<file path="config.mk">
export PLATFORM = sky130hd
export DESIGN_NAME = run_sequencer
export DESIGN_NICKNAME = d
export VERILOG_FILES = /design/src/rtl/run_seq_pkg.sv /design/src/rtl/prog_table.sv /design/src/rtl/run_sequencer.sv
export SDC_FILE = /design/constraint.sdc
export NUM_CORES = 1
export LEC_CHECK = 0
export BUFFER_PORTS_ARGS = -buffer_cell sky130_fd_sc_hd__buf_2
export CAP_MARGIN = 20
export CORE_AREA = 4 4 103 105
export CTS_CLUSTER_SIZE = 12
export DETAILED_ROUTE_END_ITERATION = 8
export DIE_AREA = 0 0 107 109
export GPL_TIMING_DRIVEN = 0
export SLEW_MARGIN = 5
export SYNTH_ARGS = -nofsm -noshare
export SYNTH_HDL_FRONTEND = slang
export SYNTH_HIERARCHICAL = 1
export SYNTH_SLANG_ARGS = --single-unit
</file>
<file path="constraint.sdc">
create_clock -name clk -period 3.2 [get_ports clk]
set_input_delay 0.48 -clock clk [delete_from_list [all_inputs] [get_ports clk]]
set_output_delay 0.48 -clock clk [all_outputs]
set_load 0.005 [all_outputs]
</file>
<file path="src/rtl/run_seq_pkg.sv">
// Shared types for the run sequencer: FSM states and completion status codes.
package run_seq_pkg;

    typedef enum logic [1:0] {
        S_IDLE   = 2'd0,
        S_LAUNCH = 2'd1,
        S_RUN    = 2'd2,
        S_DONE   = 2'd3
    } run_state_t;

    typedef enum logic [1:0] {
        ST_OK      = 2'd0,
        ST_ABORT   = 2'd1,
        ST_TIMEOUT = 2'd2,
        ST_BADIDX  = 2'd3
    } run_status_t;

endpackage

</file>
<file path="src/rtl/prog_table.sv">
// Program entry-address table: synchronous write, combinational read, async clear.
// Out-of-range write indices match no entry and are dropped; out-of-range reads return 0.
module prog_table #(
    parameter int instr_width = 9,
    parameter int num_progs   = 4,
    parameter int prog_w      = 2
) (
    input  logic                   clk,
    input  logic                   rst_n,
    input  logic                   we,
    input  logic [prog_w-1:0]      wr_idx,
    input  logic [instr_width-1:0] wr_addr,
    input  logic [prog_w-1:0]      rd_idx,
    output logic [instr_width-1:0] rd_addr
);

    logic [instr_width-1:0] entry [num_progs];

    always_ff @(posedge clk or negedge rst_n) begin
        if (!rst_n) begin
            for (int i = 0; i < num_progs; i++) entry[i] <= '0;
        end else if (we) begin
            for (int i = 0; i < num_progs; i++) begin
                if (wr_idx == prog_w'(i)) entry[i] <= wr_addr;
            end
        end
    end

    always_comb begin
        rd_addr = '0;
        for (int i = 0; i < num_progs; i++) begin
            if (rd_idx == prog_w'(i)) rd_addr = entry[i];
        end
    end

endmodule

</file>
<file path="src/rtl/run_sequencer.sv">
// Launches a program run on the PC, counts RUN cycles until halt/abort/timeout,
// and hands back a completion record over a valid/ready handshake.
//
// state  | meaning
// IDLE   | ready for a run request
// LAUNCH | one-cycle start pulse to the program counter
// RUN    | program executing, cycle counter advancing
// DONE   | completion record held until consumed
module run_sequencer
    import run_seq_pkg::*;
#(
    parameter int                   instr_width = 9,
    parameter int                   num_progs   = 4,
    parameter int                   prog_w      = 2,
    parameter int                   cyc_width   = 16,
    parameter logic [cyc_width-1:0] max_cycles  = 16'd50000
) (
    input  logic                   clk,
    input  logic                   rst_n,
    input  logic                   cfg_we,
    input  logic [prog_w-1:0]      cfg_idx,
    input  logic [instr_width-1:0] cfg_addr,
    input  logic                   req_valid,
    input  logic [prog_w-1:0]      req_prog,
    output logic                   req_ready,
    input  logic                   halt,
    input  logic                   abort,
    output logic                   start,
    output logic [instr_width-1:0] start_addr,
    output logic                   busy,
    output logic                   done_valid,
    input  logic                   done_ready,
    output logic [1:0]             done_status,
    output logic [cyc_width-1:0]   done_cycles
);

    run_state_t             state, state_nxt;
    run_status_t            status_q, status_nxt;
    logic [cyc_width-1:0]   cnt, cnt_nxt;
    logic [cyc_width-1:0]   cycles_nxt;
    logic [instr_width-1:0] addr_nxt;
    logic [instr_width-1:0] tbl_addr;
    logic                   idx_ok;

    prog_table #(
        .instr_width(instr_width),
        .num_progs  (num_progs),
        .prog_w     (prog_w)
    ) u_table (
        .clk    (clk),
        .rst_n  (rst_n),
        .we     (cfg_we),
        .wr_idx (cfg_idx),
        .wr_addr(cfg_addr),
        .rd_idx (req_prog),
        .rd_addr(tbl_addr)
    );

    assign idx_ok      = int'(req_prog) < num_progs;
    assign done_status = status_q;

    always_comb begin
        state_nxt  = state;
        status_nxt = status_q;
        cnt_nxt    = cnt;
        cycles_nxt = done_cycles;
        addr_nxt   = start_addr;
        case (state)
            S_IDLE: begin
                if (req_valid) begin
                    if (idx_ok) begin
                        addr_nxt  = tbl_addr;
                        cnt_nxt   = '0;
                        state_nxt = S_LAUNCH;
                    end else begin
                        addr_nxt   = '0;
                        status_nxt = ST_BADIDX;
                        cycles_nxt = '0;
                        state_nxt  = S_DONE;
                    end
                end
            end
            S_LAUNCH: begin
                // counter holds the index of the current RUN cycle, so the first one reads 1
                cnt_nxt   = cyc_width'(1);
                state_nxt = S_RUN;
            end
            S_RUN: begin
                if (halt) begin
                    status_nxt = ST_OK;
                    cycles_nxt = cnt;
                    state_nxt  = S_DONE;
                end else if (abort) begin
                    status_nxt = ST_ABORT;
                    cycles_nxt = cnt;
                    state_nxt  = S_DONE;
                end else if (cnt >= max_cycles) begin
                    status_nxt = ST_TIMEOUT;
                    cycles_nxt = cnt;
                    state_nxt  = S_DONE;
                end else begin
                    cnt_nxt = cnt + cyc_width'(1);
                end
            end
            S_DONE: begin
                if (done_ready) state_nxt = S_IDLE;
            end
            default: state_nxt = S_IDLE;
        endcase
    end

    always_ff @(posedge clk or negedge rst_n) begin
        if (!rst_n) begin
            state       <= S_IDLE;
            status_q    <= ST_OK;
            cnt         <= '0;
            done_cycles <= '0;
            start_addr  <= '0;
            req_ready   <= 1'b1;
            start       <= 1'b0;
            busy        <= 1'b0;
            done_valid  <= 1'b0;
        end else begin
            state       <= state_nxt;
            status_q    <= status_nxt;
            cnt         <= cnt_nxt;
            done_cycles <= cycles_nxt;
            start_addr  <= addr_nxt;
            req_ready   <= (state_nxt == S_IDLE);
            start       <= (state_nxt == S_LAUNCH);
            busy        <= (state_nxt == S_LAUNCH) || (state_nxt == S_RUN);
            done_valid  <= (state_nxt == S_DONE);
        end
    end

endmodule

</file>
==> results_dict.tcl <==
set metrics [dict create \
    die_w_um 107 \
    dieArea_um2 11660 \
    drt-total-wl_um 7782 \
    ys_ff_latch 85 \
    grt_pass1_vias 2742 \
    pin_count 51 \
    antennaDiodeCount 0 \
    cap_violations 0 \
    ys_seq_area_share_pct 54.31 \
    wire_per_inst_um 15.78 \
    numCtsBuffers 9 \
    final_cell_area_um2 4591 \
    grt_overflow 0 \
    worstPathMaxFanout 10 \
    fin_skew_ps 11.05 \
    yosysTopAreaCell "dfrtp_1" \
    arrival_ps 2950 \
    drc 0 \
    numClockSinks 85 \
    die_h_um 109 \
    grt_setup_unrepaired "no" \
    netlist.area_leader.share_pct 53.64 \
    start_util_pct 40.65 \
    rows 36 \
    rr_worst_depth 7 \
    power_density_nw_per_um2 672.6 \
    regToRegEndpoint "done_cycles[10]" \
    gp_congestion 0.7987 \
    fillCellCount 925 \
    vias_per_cell 5.209 \
    fmax_mhz 368.0 \
    r2r_slack_ps 480 \
    totalPowerFinal_w 0.003087 \
    crit_required_ps 3430 \
    status "complete, no violations" \
    finalHoldViolations 0 \
    fin_crit_ps 2717 \
    synthTopCellsByArea "dfrtp_1 (54%), mux2_2 (18%), mux4_2 (5.2%)" \
    whs_ps 39.51 \
    path_cells "inv_1, ha_1, clkbuf_1, o31ai_1, a21oi_2, buf_2, mux2_2" \
    grt_max_degree 59 \
    first_pass_iters 6 \
    drive_gt1_share_pct 41.94 \
    drt_iter0_markers 43 \
    ant_nets 0 \
    period_share_pct 84.92 \
    tritoncts "yes" \
    dp_hpwl_um 5431 \
    avgSynthCellArea_um2 13.28 \
    final.setup.tns_ps 0 \
    clkSlewWorstSetupHoldPaths_ps 90 \
    end_kind "flop" \
    clk_latency_ps 350 \
    drv_slew 0 \
    slowest_delay_ps 520 \
    antenna_found_initial 0 \
    cts_root_buffer "clkbuf_8" \
    port_buffers 48 \
    grt_usage_pct 14.45 \
    max_slew_margin_pct 54.15 \
    ys_types 37 \
    layout.cells.non_filler 493 \
    syn2layout_area_growth_pct 17.15 \
    cts_buffer_depth 2 \
    setup_viol 0 \
    reg2reg_from "state[0]" \
    vias 2568 \
    netlist_instances 295 \
    postPlaceCellArea_um2 4355 \
    critPathLaunchType "flop" \
    nets 387 \
    dp_cells 477 \
    yosysWarnings 6 \
    tightest_slew_ps 687.8 \
    core_um2 9639 \
    synth_nets 327 \
    grt_pass1_wl_um 13320 \
    ir_drop_mv 0.3442 \
    htree_levels 3 \
    power_leakage_nw 2.091 \
    critical_path_class "reg2reg" \
    hp-class "in2async" \
    syn_area_um2 3919 \
    slowest_stage "a21oi_2" \
]
## worst max-delay path, delay by kind of cell (launching register included)
family | cells | cell delay [ps]
buf+inv | 3 | 900
mux | 1 | 360
compound gates | 2 | 680
fa+ha+maj | 1 | 200
flops | 1 | 460
## Yosys cell counts, drive strengths merged
| cell | instances |
|---|---|
| dfrtp | 84 |
| mux2 | 61 |
| o21ai | 21 |
| nand2 | 15 |
| ha | 12 |
| nor2 | 12 |
| inv | 9 |
| mux4 | 9 |
| nand3 | 9 |
| o31ai | 9 |
| buf | 6 |
| a21oi | 5 |
| o21a | 5 |
| clkbuf | 4 |
| nand4 | 4 |
| a31oi | 3 |
| nand2b | 3 |
| nand3b | 3 |
| nor2b | 3 |
| nor3 | 3 |
| o41ai | 3 |
| and2 | 2 |
| or4 | 2 |
| a2111oi | 1 |
| a41oi | 1 |
| and3 | 1 |
| dfstp | 1 |
| nor3b | 1 |
| o2111ai | 1 |
| o22ai | 1 |
| or2 | 1 |
## through the flow
step                utilization [%]  setup WS (ps)
floorplan                         -          805.9
CTS                           47.59          80.34
global placement              44.87          148.6
finish                        47.62          482.6
global route                  47.62          258.1
detailed placement            45.18          115.3
## logic make-up after synthesis
kind of cell | synth area share, %
mux | 22.70
simple gates | 8.110
compound gates | 8.653
fa+ha+maj | 3.831
buf+inv | 2.394
flops | 54.31
## routing by layer
layer | vias up | routed length, um | GRT usage (%)
li1 | 1197 | - | -
met1 | 1319 | 3330 | 17.51
met2 | 47 | 4102 | 25.67
met3 | 5 | 295 | 3.730
met4 | 0 | 53 | 3.836
met5 | - | 0 | 0
## cell type report
class / count / area, um2 / share of cell area [%]
clock buffer: 10 / 137.6 / 2.998
inverter: 9 / 33.78 / 0.7359
timing repair buffer: 49 / 270.3 / 5.887
buffer: 10 / 60.06 / 1.308
multi-input combinational: 191 / 1700 / 37.04
tap: 133 / 166.4 / 3.625
clock inverter: 6 / 93.84 / 2.044
sequential: 85 / 2128 / 46.36
## layout by cell type (no fill, tap or decap), types with 2 or more instances in the layout
master,count
dfrtp_1,84
mux4_2,9
nor2b_1,3
nand4_1,4
bufinv_16,2
clkbuf_1,4
nand3b_2,2
and2_1,2
clkbuf_8,10
clkinv_4,2
nand2_1,15
nand2b_1,3
o21ai_0,21
buf_6,2
o41ai_1,2
a21oi_1,4
a31oi_1,3
ha_1,12
nor2_1,12
nand3_1,8
buf_2,50
mux2_2,61
o31ai_1,9
nor3_1,3
o21a_1,5
inv_1,9
buf_4,2
## state kept, by name, summed over array words and instances, names as in the netlist, 2 cells and up
register       cells
done_status        2
done_cycles       16
u_table/entry     36
cnt               16
start_addr         9
state              2
## how the worst max path moves through the flow
stage | start | end | slack, ps | cells after the start
after floorplan | state[0] | done_cycles[10] | 810 | 7
after global placement | state[0] | done_cycles[9] | 150 | 7
after detailed placement | state[0] | done_cycles[11] | 120 | 7
after CTS | state[0] | done_cycles[11] | 80 | 7
after global routing | state[0] | done_cycles[12] | 260 | 7
final | state[0] | done_cycles[10] | 480 | 7
## report_power, final
group	internal (W)	total, W	switching, W
combinational	0.000408	0.000818	0.000410
sequential	0.00129	0.00140	0.000112
clock	0.000467	0.000872	0.000406
## what timing repair did
action	4_1_cts	5_1_grt
buffers inserted	0	0
hold buffers	0	0
gates resized for setup	0	1
endpoints found under the setup margin	0	8
Power figures use the tool's default switching activity.
